File: src/rtl/pc_sequencer.sv
// Fetch-stage program counter with reset vector, stall, relative/absolute jumps
// and call/return through a circular return-address stack.
module pc_sequencer #(
    parameter int unsigned        ADDR_W    = 12,
    parameter logic [ADDR_W-1:0]  RESET_VEC = '0,
    parameter int unsigned        RAS_DEPTH = 4,
    localparam int unsigned       CNT_W     = $clog2(RAS_DEPTH + 1)
) (
    input  logic              clk,
    input  logic              rst,
    input  logic              stall,
    input  logic              jump,
    input  logic              jump_abs,
    input  logic              call,
    input  logic              ret,
    input  logic [ADDR_W-1:0] offset,
    input  logic [ADDR_W-1:0] target,
    output logic [ADDR_W-1:0] pc,
    output logic [CNT_W-1:0]  ras_count,
    output logic              ras_full,
    output logic              ras_empty,
    output logic              ras_err
);

    localparam int unsigned      PTR_W    = (RAS_DEPTH > 1) ? $clog2(RAS_DEPTH) : 1;
    localparam logic [PTR_W-1:0] PTR_LAST = PTR_W'(RAS_DEPTH - 1);
    localparam logic [CNT_W-1:0] CNT_FULL = CNT_W'(RAS_DEPTH);

    typedef enum logic [2:0] {
        OP_HOLD,
        OP_RET,
        OP_CALL,
        OP_JABS,
        OP_JREL,
        OP_SEQ
    } op_e;

    logic [ADDR_W-1:0] r_pc;
    logic [ADDR_W-1:0] r_ras [RAS_DEPTH];
    logic [PTR_W-1:0]  r_wr;
    logic [CNT_W-1:0]  r_count;
    logic              r_err;

    op_e               w_op;
    logic [ADDR_W-1:0] w_pc_inc;
    logic [ADDR_W-1:0] w_pc_next;
    logic [ADDR_W-1:0] w_top;
    logic [PTR_W-1:0]  w_wr_inc;
    logic [PTR_W-1:0]  w_wr_dec;
    logic              w_full;
    logic              w_empty;

    always_comb begin
        w_op = OP_SEQ;
        if (stall)         w_op = OP_HOLD;
        else if (ret)      w_op = OP_RET;
        else if (call)     w_op = OP_CALL;
        else if (jump_abs) w_op = OP_JABS;
        else if (jump)     w_op = OP_JREL;
    end

    // r_wr is the next free slot; the top entry sits one below it, and when full
    // r_wr lands on the oldest entry so a push overwrites it without shifting.
    assign w_wr_inc = (r_wr == PTR_LAST) ? '0 : r_wr + PTR_W'(1);
    assign w_wr_dec = (r_wr == '0) ? PTR_LAST : r_wr - PTR_W'(1);
    assign w_top    = r_ras[w_wr_dec];
    assign w_pc_inc = r_pc + ADDR_W'(1);
    assign w_full   = (r_count == CNT_FULL);
    assign w_empty  = (r_count == '0);

    always_comb begin
        w_pc_next = r_pc;
        case (w_op)
            OP_HOLD: w_pc_next = r_pc;
            OP_RET:  w_pc_next = w_empty ? w_pc_inc : w_top;
            OP_CALL: w_pc_next = target;
            OP_JABS: w_pc_next = target;
            OP_JREL: w_pc_next = r_pc + offset;
            OP_SEQ:  w_pc_next = w_pc_inc;
            default: w_pc_next = r_pc;
        endcase
    end

    always_ff @(posedge clk) begin
        if (rst) begin
            r_pc    <= RESET_VEC;
            r_wr    <= '0;
            r_count <= '0;
            r_err   <= 1'b0;
        end else begin
            r_pc <= w_pc_next;
            case (w_op)
                OP_RET: begin
                    if (w_empty) begin
                        r_err <= 1'b1;
                    end else begin
                        r_wr    <= w_wr_dec;
                        r_count <= r_count - CNT_W'(1);
                    end
                end
                OP_CALL: begin
                    r_wr <= w_wr_inc;
                    if (w_full) r_err <= 1'b1;
                    else        r_count <= r_count + CNT_W'(1);
                end
                default: ;
            endcase
        end
    end

    always_ff @(posedge clk) begin
        if (!rst && w_op == OP_CALL) r_ras[r_wr] <= w_pc_inc;
    end

    assign pc        = r_pc;
    assign ras_count = r_count;
    assign ras_full  = w_full;
    assign ras_empty = w_empty;
    assign ras_err   = r_err;

endmodule

File: config.mk
export PLATFORM = sky130hd
export DESIGN_NAME = pc_sequencer
export DESIGN_NICKNAME = d
export VERILOG_FILES = /design/src/rtl/pc_sequencer.sv
export SDC_FILE = /design/constraint.sdc
export NUM_CORES = 1
export LEC_CHECK = 0
export CORE_AREA = 5 5 79 95
export DETAILED_ROUTE_END_ITERATION = 6
export DIE_AREA = 0 0 84 100
export PLACE_DENSITY = 0.84
export SLEW_MARGIN = 5
export SYNTH_ARGS = -nofsm -noshare
export SYNTH_HDL_FRONTEND = slang
export SYNTH_SLANG_ARGS = --single-unit
File: constraint.sdc
create_clock -name clk -period 5.9 [get_ports clk]
set_input_delay 0.885 -clock clk [delete_from_list [all_inputs] [get_ports clk]]
set_output_delay 0.885 -clock clk [all_outputs]
set_load 0.05 [all_outputs]
==> Word-level counts from Yosys, hierarchy flattened <==
Memory sizes are Yosys's and may differ from the RTL's.
Cells that the tools add are included.
{ "classes": {"n_eq_ne": 11, "addsub": 6, "reduce_logical": 10, "n_mux": 19} }
{ "ops": {"columns": ["op", "count"], "rows": [
  ["$pmux W12 S4", 1],
  ["$mux W3", 6],
  ["$add A12 B1 Y12 const B", 1],
  ["$add A12 B12 Y12", 1],
  ["$mux W12", 1],
  ["$eq A3 B3 Y1 const B", 3],
  ["$ne A2 B2 Y1 const B", 4],
  ["$eq A3 B2 Y1 const B", 2],
  ["$mux W2", 3],
  ["$pmux W3 S2", 1],
  ["$reduce_and A3 Y1", 2],
  ["$mux W1", 5],
  ["$pmux W2 S2", 1],
  ["$reduce_bool A4 Y1", 1],
  ["$add A3 B1 Y3 const B", 1],
  ["$eq A3 B1 Y1 const B", 1],
  ["$logic_not A3 Y1", 1],
  ["$sub A3 B1 Y3 const B", 1],
  ["$add A2 B1 Y2 const B", 1],
  ["$eq A2 B2 Y1 const B", 1],
  ["$logic_not A2 Y1", 1],
  ["$pmux W1 S2", 1],
  ["$reduce_and A2 Y1", 1],
  ["$reduce_bool A2 Y1", 1],
  ["other kinds (4)", 4]
]} }
{ "word_totals": {"in_bits": 31, "ff_bits": 18, "memories": 1, "ramBits": 48, "output_inout_bits": 18, "wordCells": 51} }
{ "memory_table": {"columns": ["memory", "depth", "width", "rd", "rd_ports_with_merged_regs", "write_ports", "line", "text"], "rows": [
  ["r_ras", 4, 12, 1, 0, 1, "39", "logic [ADDR_W-1:0] r_ras [RAS_DEPTH];"]
]} }

==> Logic depth before layout (Yosys ltp) <==
Gate-level depths: netlist of the first run.
{ "depth": {"ltp_word": 9, "depth_mapped": 9, "mapped_depth_nobuf": 8} }

==> Worst setup path before layout of the first run <==
Ideal clock, no wire load.
{ "synth_timing": {"path_kind": "in2reg", "start": "input port stall", "end": "memory r_ras[3][0], enable pin", "arrival_time_ns": 2.717, "path_stages": 5, "n_path_buf": 1, "setup_ns": 0.399, "setup_slack_ns": 2.784, "t_required_ns": 5.501, "path_cell_list": "clkbuf_8 -> nor2_1 -> and2_0 -> clkinv_1 -> nor3b_1"} }
{ "synth_via": {"elab_chain_cells": 5} }
{ "synth_lines": {"columns": ["item", "line", "text"], "rows": [
  ["start, declared", "11", "input logic stall,"],
  ["$mux W3", "55", "if (stall) w_op = OP_HOLD;"],
  ["$eq A3 B2 Y1", "112", "if (!rst && w_op == OP_CALL) r_ras[r_wr] <= w_pc_inc;"],
  ["$logic_and A1 B1 Y1", "112", null],
  ["$mux W1", "112", null],
  ["$mux W1 (not written as such)", "112", null],
  ["end, declared", "39", null]
]} }
No other way between the ends.

==> Final worst setup path of the first run <==
{ "layout_timing": {"start": "input port stall", "end": "register r_count[2], in the netlist ras_count[2]"} }
{ "layout_via": {"elab_chain_cells": 4, "word_cells_on_any_way": 8, "cone_classes": "eq/ne (4); mux (2); reduce/logical (2)"} }
{ "layout_lines": {"columns": ["item", "line", "text"], "rows": [
  ["$mux W3 (*)", "55", null],
  ["$eq A3 B2 Y1 / $eq A3 B1 Y1 (equally long branches)", "92", "case (w_op)"],
  ["$ne A2 B2 Y1 (no line) / $reduce_bool A2 Y1 (equally long branches)", null, null],
  ["$reduce_and A3 Y1 (no line)", null, null],
  ["end signal, assigned", "98", "r_count <= r_count - CNT_W'(1);"],
  ["end signal, assigned", "104", "else r_count <= r_count + CNT_W'(1);"],
  ["end, declared", "41", "logic [CNT_W-1:0] r_count;"]
]} }
Mark *: on every way between the ends. The rest lies on a longest branch, timed or not.
A chain may end at the register's enable or synchronous reset.

==> results of run 1 <==
## report_power, final
part / switching, mW / leakage, nW / internal, mW
clock network: 0.174 / 0.107 / 0.239
registers: 0.0243 / 0.588 / 0.521
logic: 0.198 / 0.880 / 0.135
total: 0.396 / 1.57 / 0.895
## cell usage after synthesis, types with 3 or more instances
library cell,instances
edfxtp_1,48
a21oi_1,26
inv_1,23
dfxtp_1,18
nor2_1,17
ha_1,16
nand2_1,16
mux4_2,12
o21ai_0,12
xnor2_1,11
a211oi_1,10
nand3_1,10
clkbuf_1,7
nor3b_1,6
o31ai_1,5
a2111oi_0,4
nor3_1,4
o211ai_1,4
or3_1,4
xor2_1,4
a21o_1,3
a221oi_1,3
and3_1,3
buf_6,3
clkbuf_8,3
o21ai_1,3
o22ai_1,3
or2_2,3
or4_1,3
## worst max-delay path, stage by stage
cell and delay, ps:
clkdlybuf4s50_1 890, nor2_1 540, and2_0 330, clkinv_1 300, fa_1 460, xnor2_1 140
a211oi_1 280, xnor2_1 170, nor2_1 60
## final cells by class
type	count	area, um^2	share of cell area
timing repair buffer	52	510.5	0.1140
clock inverter	6	90.09	0.02012
sequential	66	1802	0.4023
tap	85	106.4	0.02375
clock buffer	10	127.6	0.02850
inverter	24	90.09	0.02012
multi-input combinational	223	1752	0.3912
## stage by stage
step	setup slack (ps)	utilization	total power, mW	std cells	instance area (um^2)
detailed placement	1774	0.6650	0.8800	450	4260
global route	1880	0.6990	1.346	466	4478
floorplan	2784	-	0.7883	326	3745
finish	2029	0.6990	1.291	466	4478
global placement	1917	0.6650	0.8743	450	4260
CTS	2115	0.6990	1.293	466	4478
## sequential cells by signal, indices dropped and copies added, names as in the netlist
register / cells
ras_count: 3
ras_err: 1
r_wr: 2
r_ras: 48
pc: 12
## layer usage
metal	GRT usage	routed length, um	part of all wire	vias to the layer above
li1	-	-	-	1355
met5	0	0	0	-
met4	0.08540	235	0.027	0
met1	0.2636	3715	0.43	1334
met2	0.3852	4347	0.50	105
met3	0.04598	419	0.048	23
## cells by family (layout without fill, tap and decap cells)
group / count (synthesis) / count (layout) / synth area share
flip-flops: 66 / 66 / 0.4811
AO/OA/AOI/OAI: 93 / 93 / 0.1691
buffers and inverters: 37 / 92 / 0.05112
multiplexers: 15 / 15 / 0.08086
XOR/XNOR: 15 / 15 / 0.03508
AND/OR/NAND/NOR: 82 / 82 / 0.1186
adder cells (fa/ha/maj): 18 / 18 / 0.06415
## path summary, 6_finish.rpt
check	endpoint
worst max-delay path	ras_count[2]
worst min-delay path	r_wr[0]
worst max register to register	pc[1]
worst min register to register	r_wr[0]
## layout by cell type (no fill, tap or decap), drive strengths merged, types with 4 or more instances in the layout
cell | netlist | final
o21ai | 15 | 15
dfxtp | 18 | 18
mux4 | 12 | 12
o211ai | 4 | 4
xor2 | 4 | 4
ha | 16 | 16
a2111oi | 4 | 4
edfxtp | 48 | 48
nand2 | 16 | 16
clkdlybuf4s50 | 0 | 48
inv | 23 | 24
xnor2 | 11 | 11
clkbuf | 10 | 10
buf | 3 | 4
a21oi | 26 | 26
a211oi | 10 | 10
or3 | 4 | 4
nor2 | 17 | 17
nor3b | 6 | 6
o31ai | 5 | 5
nand3 | 10 | 10
nor3 | 4 | 4
a221oi | 4 | 4
and3 | 4 | 4
==> impl_metrics.tcl, run 1 <==
set metrics [dict create \
    vdd_drop_max_uv 259.8 \
    area_growth_pct 19.58 \
    min-delay-start "r_wr[0]" \
    via_per_inst 6.045 \
    wirelength_um 8717 \
    clkTransAtPathRegs_ps 80 \
    synthDistinctLibCells 61 \
    syn_avg_cell_area_um2 11.49 \
    htreeDepth 3 \
    ant_nets 0 \
    insertedDiodeCount 0 \
    synth-async-reset-ratio 0 \
    crit_fanout 27 \
    track_usage 0.2189 \
    power_density_nw_per_um2 288.2 \
    hold_viol_final 0 \
    drc_errors 0 \
    cp-startpoint "stall" \
    core-area_um2 6406 \
    syn_inst 326 \
    fin_crit_sh 0.6561 \
    cts_resized 0 \
    rsz0062_at_grt "no" \
    relSlewSlack 0.3657 \
    worstSkewPairLatency_ps 330 \
    layout-drive-gt1-share 0.1181 \
    cts_tree "built" \
    status "finished, final reports clean" \
    routabilityCongestion 0.8475 \
    whs_ps 538.8 \
    setup_viol 0 \
    grt_pass1_vias 2944 \
    ff2ff_path_depth 7 \
    end_kind "register" \
    fill_cells 475 \
    synth_warnings 0 \
    start_util 0.5846 \
    syn_area_um2 3745 \
    vias 2817 \
    clockBufferDepth 2 \
    cp.required_ps 6090 \
    drt_iter0_markers 352 \
    slew_viol_final 0 \
    yosys_register_bits 66 \
    grt_overflow_total 0 \
    grt_max_degree 28 \
    firstDrtPassIters 5 \
    cap_violations 0 \
    synth_edf_count 48 \
    synth_top_cell_by_area "edfxtp_1" \
    seq_area_frac_synth 0.4811 \
    static-leakage-power_nw 1.574 \
    die_h_um 100 \
    regToRegSetupSlack_ps 3290 \
    final_nets 425 \
    num_rows 32 \
    hpwl_um 6283 \
    fin_crit_ps 3871 \
    cp-start-kind "input pin" \
    worst-setup-path-type "in2reg" \
    antenna_found_initial 0 \
    r2r_start "r_wr[0]" \
    numPortBuffers 48 \
    min_path_type "reg2reg" \
    clkSinkCount 66 \
    worstHoldPathCells 1 \
    worst_pin_slew_ps 948.4 \
    skew_ps 5.737 \
    die_w_um 84 \
    cp.arrival_ps 4060 \
    synth-main-ff-cell "edfxtp_1" \
    timing.setup.tns_ps 0 \
    die-area_um2 8400 \
    cts_buffers 9 \
    postCtsSetupBuffers 0 \
    synthTopCellsByArea "edfxtp_1 (38%), dfxtp_1 (9.6%), mux4_2 (7.2%), ha_1 (5.3%), a21oi_1 (3.5%)" \
    yosys.area.top_type_share 0.3849 \
    pin_count 49 \
    cts_hold_buf 0 \
    cts_root_buffer "clkbuf_8" \
    max_freq_mhz 258.3 \
    grt_pass1_wl_um 14450 \
    wl_per_cell_um 18.71 \
    syn_nets 375 \
]
No activity file was read; power rests on OpenSTA's default activity.
==> run 2, diff against run 1 <==
- CORE_AREA: 5 5 79 95 -> 5 5 86 103
- DIE_AREA: 0 0 84 100 -> 0 0 91 108
- PLACE_DENSITY: 0.84 -> 0.75
- clock period: 5.9 -> 3.4 ns (I/O delays scaled with it)
==> run 2 against run 1 <==
Net effect:
- count of clock-buffer cells in the layout did not move
- largest power group unchanged
- flip-flop and latch count did not move
- critical endpoint is now ras_empty
- setup slack got worse by 1400 ps
- global-route usage fell by 2.5 points
==> impl_metrics.tcl, run 2 (same netlist as run 1, synthesis figures left out) <==
set metrics [dict create \
    wl_per_cell_um 18.87 \
    fin_crit_ps 2806 \
    crit_slowest_cell "clkdlybuf4s50_1" \
    clkSinkCount 66 \
    worst_pin_slew_ps 644.2 \
    cts_tree "built" \
    rsz0062_at_grt "no" \
    power_density_nw_per_um2 492.6 \
    cap_violations 0 \
    setup_viol 0 \
    relSlewSlack 0.5705 \
    power_mw 2.244 \
    die_w_um 91 \
    pin_count 49 \
    layout-drive-gt1-share 0.1359 \
    cts_buffers 9 \
    final_nets 434 \
    min_path_type "reg2reg" \
    largest_reg_flops 48 \
    postCtsSetupBuffers 0 \
    status "finished, final reports clean" \
    place_area_um2 4337 \
    hold_viol_final 0 \
    htreeDepth 3 \
    top_register "r_ras" \
    grt_pass1_vias 3012 \
    start_util 0.4887 \
    worst-setup-path-type "reg2out" \
    cp-start-kind "register" \
    cts_resized 0 \
    skew_ps 11.10 \
    num_rows 35 \
    fin_area_um2 4554 \
    cts_root_buffer "clkbuf_8" \
    cts_hold_buf 0 \
    antenna_found_initial 0 \
    die_h_um 108 \
    hpwl_um 6807 \
    clockBufferDepth 2 \
    placed_cells 466 \
    core-area_um2 7664 \
    vdd_drop_max_uv 232.0 \
    path_cells "or3_1, inv_1, clkdlybuf4s50_1" \
    grt_pass1_wl_um 15130 \
    drt_iter0_markers 248 \
    grt_max_degree 27 \
    wirelength_um 9097 \
    numPortBuffers 48 \
    end_kind "output pin" \
    cp.arrival_ps 2300 \
    timing.setup.tns_ps 0 \
    firstDrtPassIters 5 \
    insertedDiodeCount 0 \
    clkTransAtPathRegs_ps 70 \
    fin_crit_sh 0.8253 \
    worstPathBufferInverterCount 2 \
    die-area_um2 9828 \
    routabilityCongestion 0.8701 \
    via_per_inst 6.010 \
    slowest_delay_ps 840 \
    crit_fanout 8 \
    grt_overflow_total 0 \
    ant_nets 0 \
    max_freq_mhz 356.4 \
    utilization 0.5943 \
    worstSkewPairLatency_ps 340 \
    cpLargestDelayFamily "buffers and inverters" \
    area_growth_pct 21.62 \
    static-leakage-power_nw 1.622 \
    stdcell_count 482 \
    track_usage 0.1934 \
    slew_viol_final 0 \
    vias 2897 \
    cp.required_ps 2890 \
    drc_errors 0 \
    layout_common_cells "clkdlybuf4s50_1 (48), edfxtp_1 (48), a21oi_1 (26)" \
]
==> run 2: through the flow <==
stage / hold slack [ps] / setup slack [ps]
floorplan: 477.3 / 659.2
global placement: 507.8 / 489.1
detailed placement: 505.2 / 397.1
CTS: 531.4 / 573.7
global route: 600.7 / 513.2
finish: 529.6 / 593.9
==> run 2: final timing paths <==
path           startpoint        end  slack [ps]  depth (start not counted)
max          ras_count[2]  ras_empty         590                          3
min               ras_err    ras_err         530                          2
max reg2reg       r_wr[0]     pc[10]         780                          7
min reg2reg       ras_err    ras_err         530                          2
==> run 2: power by group <==
part           switching [mW]  internal, mW
sequential             0.0422         0.904
combinational           0.347         0.239
clock                   0.296         0.416
==> run 2: layout make-up <==
cell class / instances / area, um^2
clock buffer: 10 / 127.6
clock inverter: 6 / 90.09
fill: 632 / 3109
inverter: 24 / 90.09
multi-input combinational: 223 / 1752
sequential: 66 / 1802
tap: 92 / 115.1
timing repair buffer: 61 / 578.1
==> run 2: metal layers <==
metal | up-vias | routed length (um) | global-route usage
met5 | - | 0 | 0
met4 | 0 | 163 | 0.06394
met3 | 16 | 480 | 0.04454
met2 | 96 | 4649 | 0.3376
met1 | 1411 | 3804 | 0.2361
li1 | 1374 | - | -
==> run 2: worst min-delay path, cell delays in order (launching register included) <==
cell	delay (ps)
dfxtp_1	360
a211oi_1	60
nor2_1	80
==> run 3, diff against run 2 <==
- clock period: 3.4 -> 2.45 ns (I/O delays scaled with it)
==> run 3 against run 2 <==
Net effect:
- wire length up 3.8%
- flip-flop and latch count unchanged
- clock power rose by 42%
- via count rose by 4.1%
- die area is the same
- largest power group unchanged
==> impl_metrics.tcl, run 3 (same netlist as run 1, synthesis figures left out) <==
set metrics [dict create \
    htreeDepth 3 \
    worst_pin_slew_ps 565.1 \
    power_mw 3.215 \
    antenna_found_initial 0 \
    crit_fanout 3 \
    max_freq_mhz 435.3 \
    pin_count 49 \
    path_depth 10 \
    place_area_um2 4552 \
    core-area_um2 7664 \
    routed.top_layer "met4" \
    top_register "r_ras" \
    vdd_drop_max_uv 422.6 \
    cts_tree "built" \
    cts_hold_buf 0 \
    cp-start-kind "input pin" \
    clockBufferDepth 2 \
    grt_pass1_wl_um 15090 \
    grt_overflow_total 0 \
    wl_met3_um 482 \
    whs_ps 541.5 \
    cts_buffers 9 \
    wirelength_um 9441 \
    slew_viol_final 0 \
    numPortBuffers 48 \
    dr_wl_met2_um 4883 \
    drt_iter0_markers 175 \
    fin_ws_ps 152.9 \
    final_common_cell "edfxtp_1" \
    endpoint "pc[10]" \
    largest_reg_flops 48 \
    num_rows 35 \
    clkSinkCount 66 \
    grt_max_degree 27 \
    die-area_um2 9828 \
    vias 3017 \
    die_h_um 108 \
    die_w_um 91 \
    cpMostUsedCell "a211o_1" \
    routabilityCongestion 0.9190 \
    cp-startpoint "offset[0]" \
    worstPathBufferInverterCount 3 \
    cts_root_buffer "clkbuf_8" \
    skew_ps 6.155 \
    drc_errors 0 \
    stdcell_count 512 \
    min_path_type "reg2reg" \
    r2r_start "r_wr[0]" \
    rsz0062_at_grt "no" \
    clkTransAtPathRegs_ps 70 \
    start_util 0.4887 \
    layout_common_cells "edfxtp_1 (48), clkdlybuf4s50_1 (47), buf_4 (43)" \
    ff2ff_path_depth 8 \
    cp.arrival_ps 2540 \
    worstSkewPairLatency_ps 350 \
    static-leakage-power_nw 1.777 \
    final_nets 464 \
    hpwl_um 6979 \
    relSlewSlack 0.6206 \
    layout-drive-gt1-share 0.2119 \
    via_per_inst 5.893 \
    placed_cells 494 \
    setup_viol 0 \
    grt_pass1_vias 3030 \
    met1_length_um 3865 \
    firstDrtPassIters 4 \
    wl_per_cell_um 18.44 \
    cap_violations 0 \
    timing.rr.end "pc[10]" \
    insertedDiodeCount 0 \
    dp_slack_ps -250.0 \
    power_density_nw_per_um2 669.0 \
    fin_crit_ps 2297 \
    hold_viol_final 0 \
    track_usage 0.1960 \
    fin_area_um2 4806 \
    slowest_delay_ps 460 \
    fin_crit_sh 0.9376 \
    ant_nets 0 \
    end_kind "register" \
    fill_cells 581 \
    cpLargestDelayFamily "buffers and inverters" \
    crit_slowest_cell "clkdlybuf4s50_1" \
    area_growth_pct 28.33 \
    status "finished, final reports clean" \
    cp.required_ps 2690 \
    regToRegSetupSlack_ps 210 \
    path_cells "clkdlybuf4s50_1, ha_1, inv_1, fa_1, nor2b_1, o31ai_1, buf_4, a211o_1, and3_2, a211o_1" \
    min-delay-start "ras_err" \
    worst-setup-path-type "in2reg" \
]
run 3: changes by cell type in the layout (fill, tap and decap cells not counted), moves of 2 or more:
cell	change
clkinvlp_4	+2
buf_4	+30
dfxtp_1	-2
dfxtp_2	+2
run 3: final cells by class:
class | instances | area [um^2] | share of cell area
inverter | 24 | 90.09 | 0.01875
sequential | 66 | 1804 | 0.3754
timing repair buffer | 91 | 813.3 | 0.1692
clock buffer | 10 | 127.6 | 0.02656
clock inverter | 6 | 92.59 | 0.01927
multi-input combinational | 223 | 1763 | 0.3668
tap | 92 | 115.1 | 0.02395
run 3: report_power, final:
part	internal [mW]	leakage [nW]	switching (mW)
clock network	0.576	0.103	0.437
logic	0.395	1.09	0.507
registers	1.25	0.588	0.0462
total	2.23	1.78	0.990
run 3: stage by stage:
stage	setup TNS, ps	util
2_1_floorplan	-7118	-
3_3_place_gp	-412.3	0.5940
3_5_place_dp	-780.4	0.5940
4_1_cts	0	0.6227
5_1_grt	0	0.6271
6_report	0	0.6271
run 3: how the worst min path moves through the flow:
| stage | end | cells after the start |
|---|---|---|
| 2_1_floorplan | r_wr[0] | 1 |
| 3_3_place_gp | ras_err | 2 |
| 3_5_place_dp | ras_err | 2 |
| 4_1_cts | ras_err | 2 |
| 5_1_grt | ras_err | 2 |
| 6_report | ras_err | 2 |
run 3: what timing repair did:
action	CTS	global route
setup endpoints to repair	0	2
setup buffers	0	2
resized for setup	0	2
run 3: metal layers:
metal,track usage,up-vias
li1,-,1434
met1,0.2306,1457
met2,0.3356,106
met3,0.04802,20
met4,0.09434,0
met5,0,-
run 3: worst reg2reg max path: stages (launching register included):
cell and delay (ps):
dfxtp_1 330, inv_1 60, ha_1 250, nor2b_4 200, buf_12 150, mux4_2 520, a221oi_2 230, o21ai_1 110
a211o_1 290
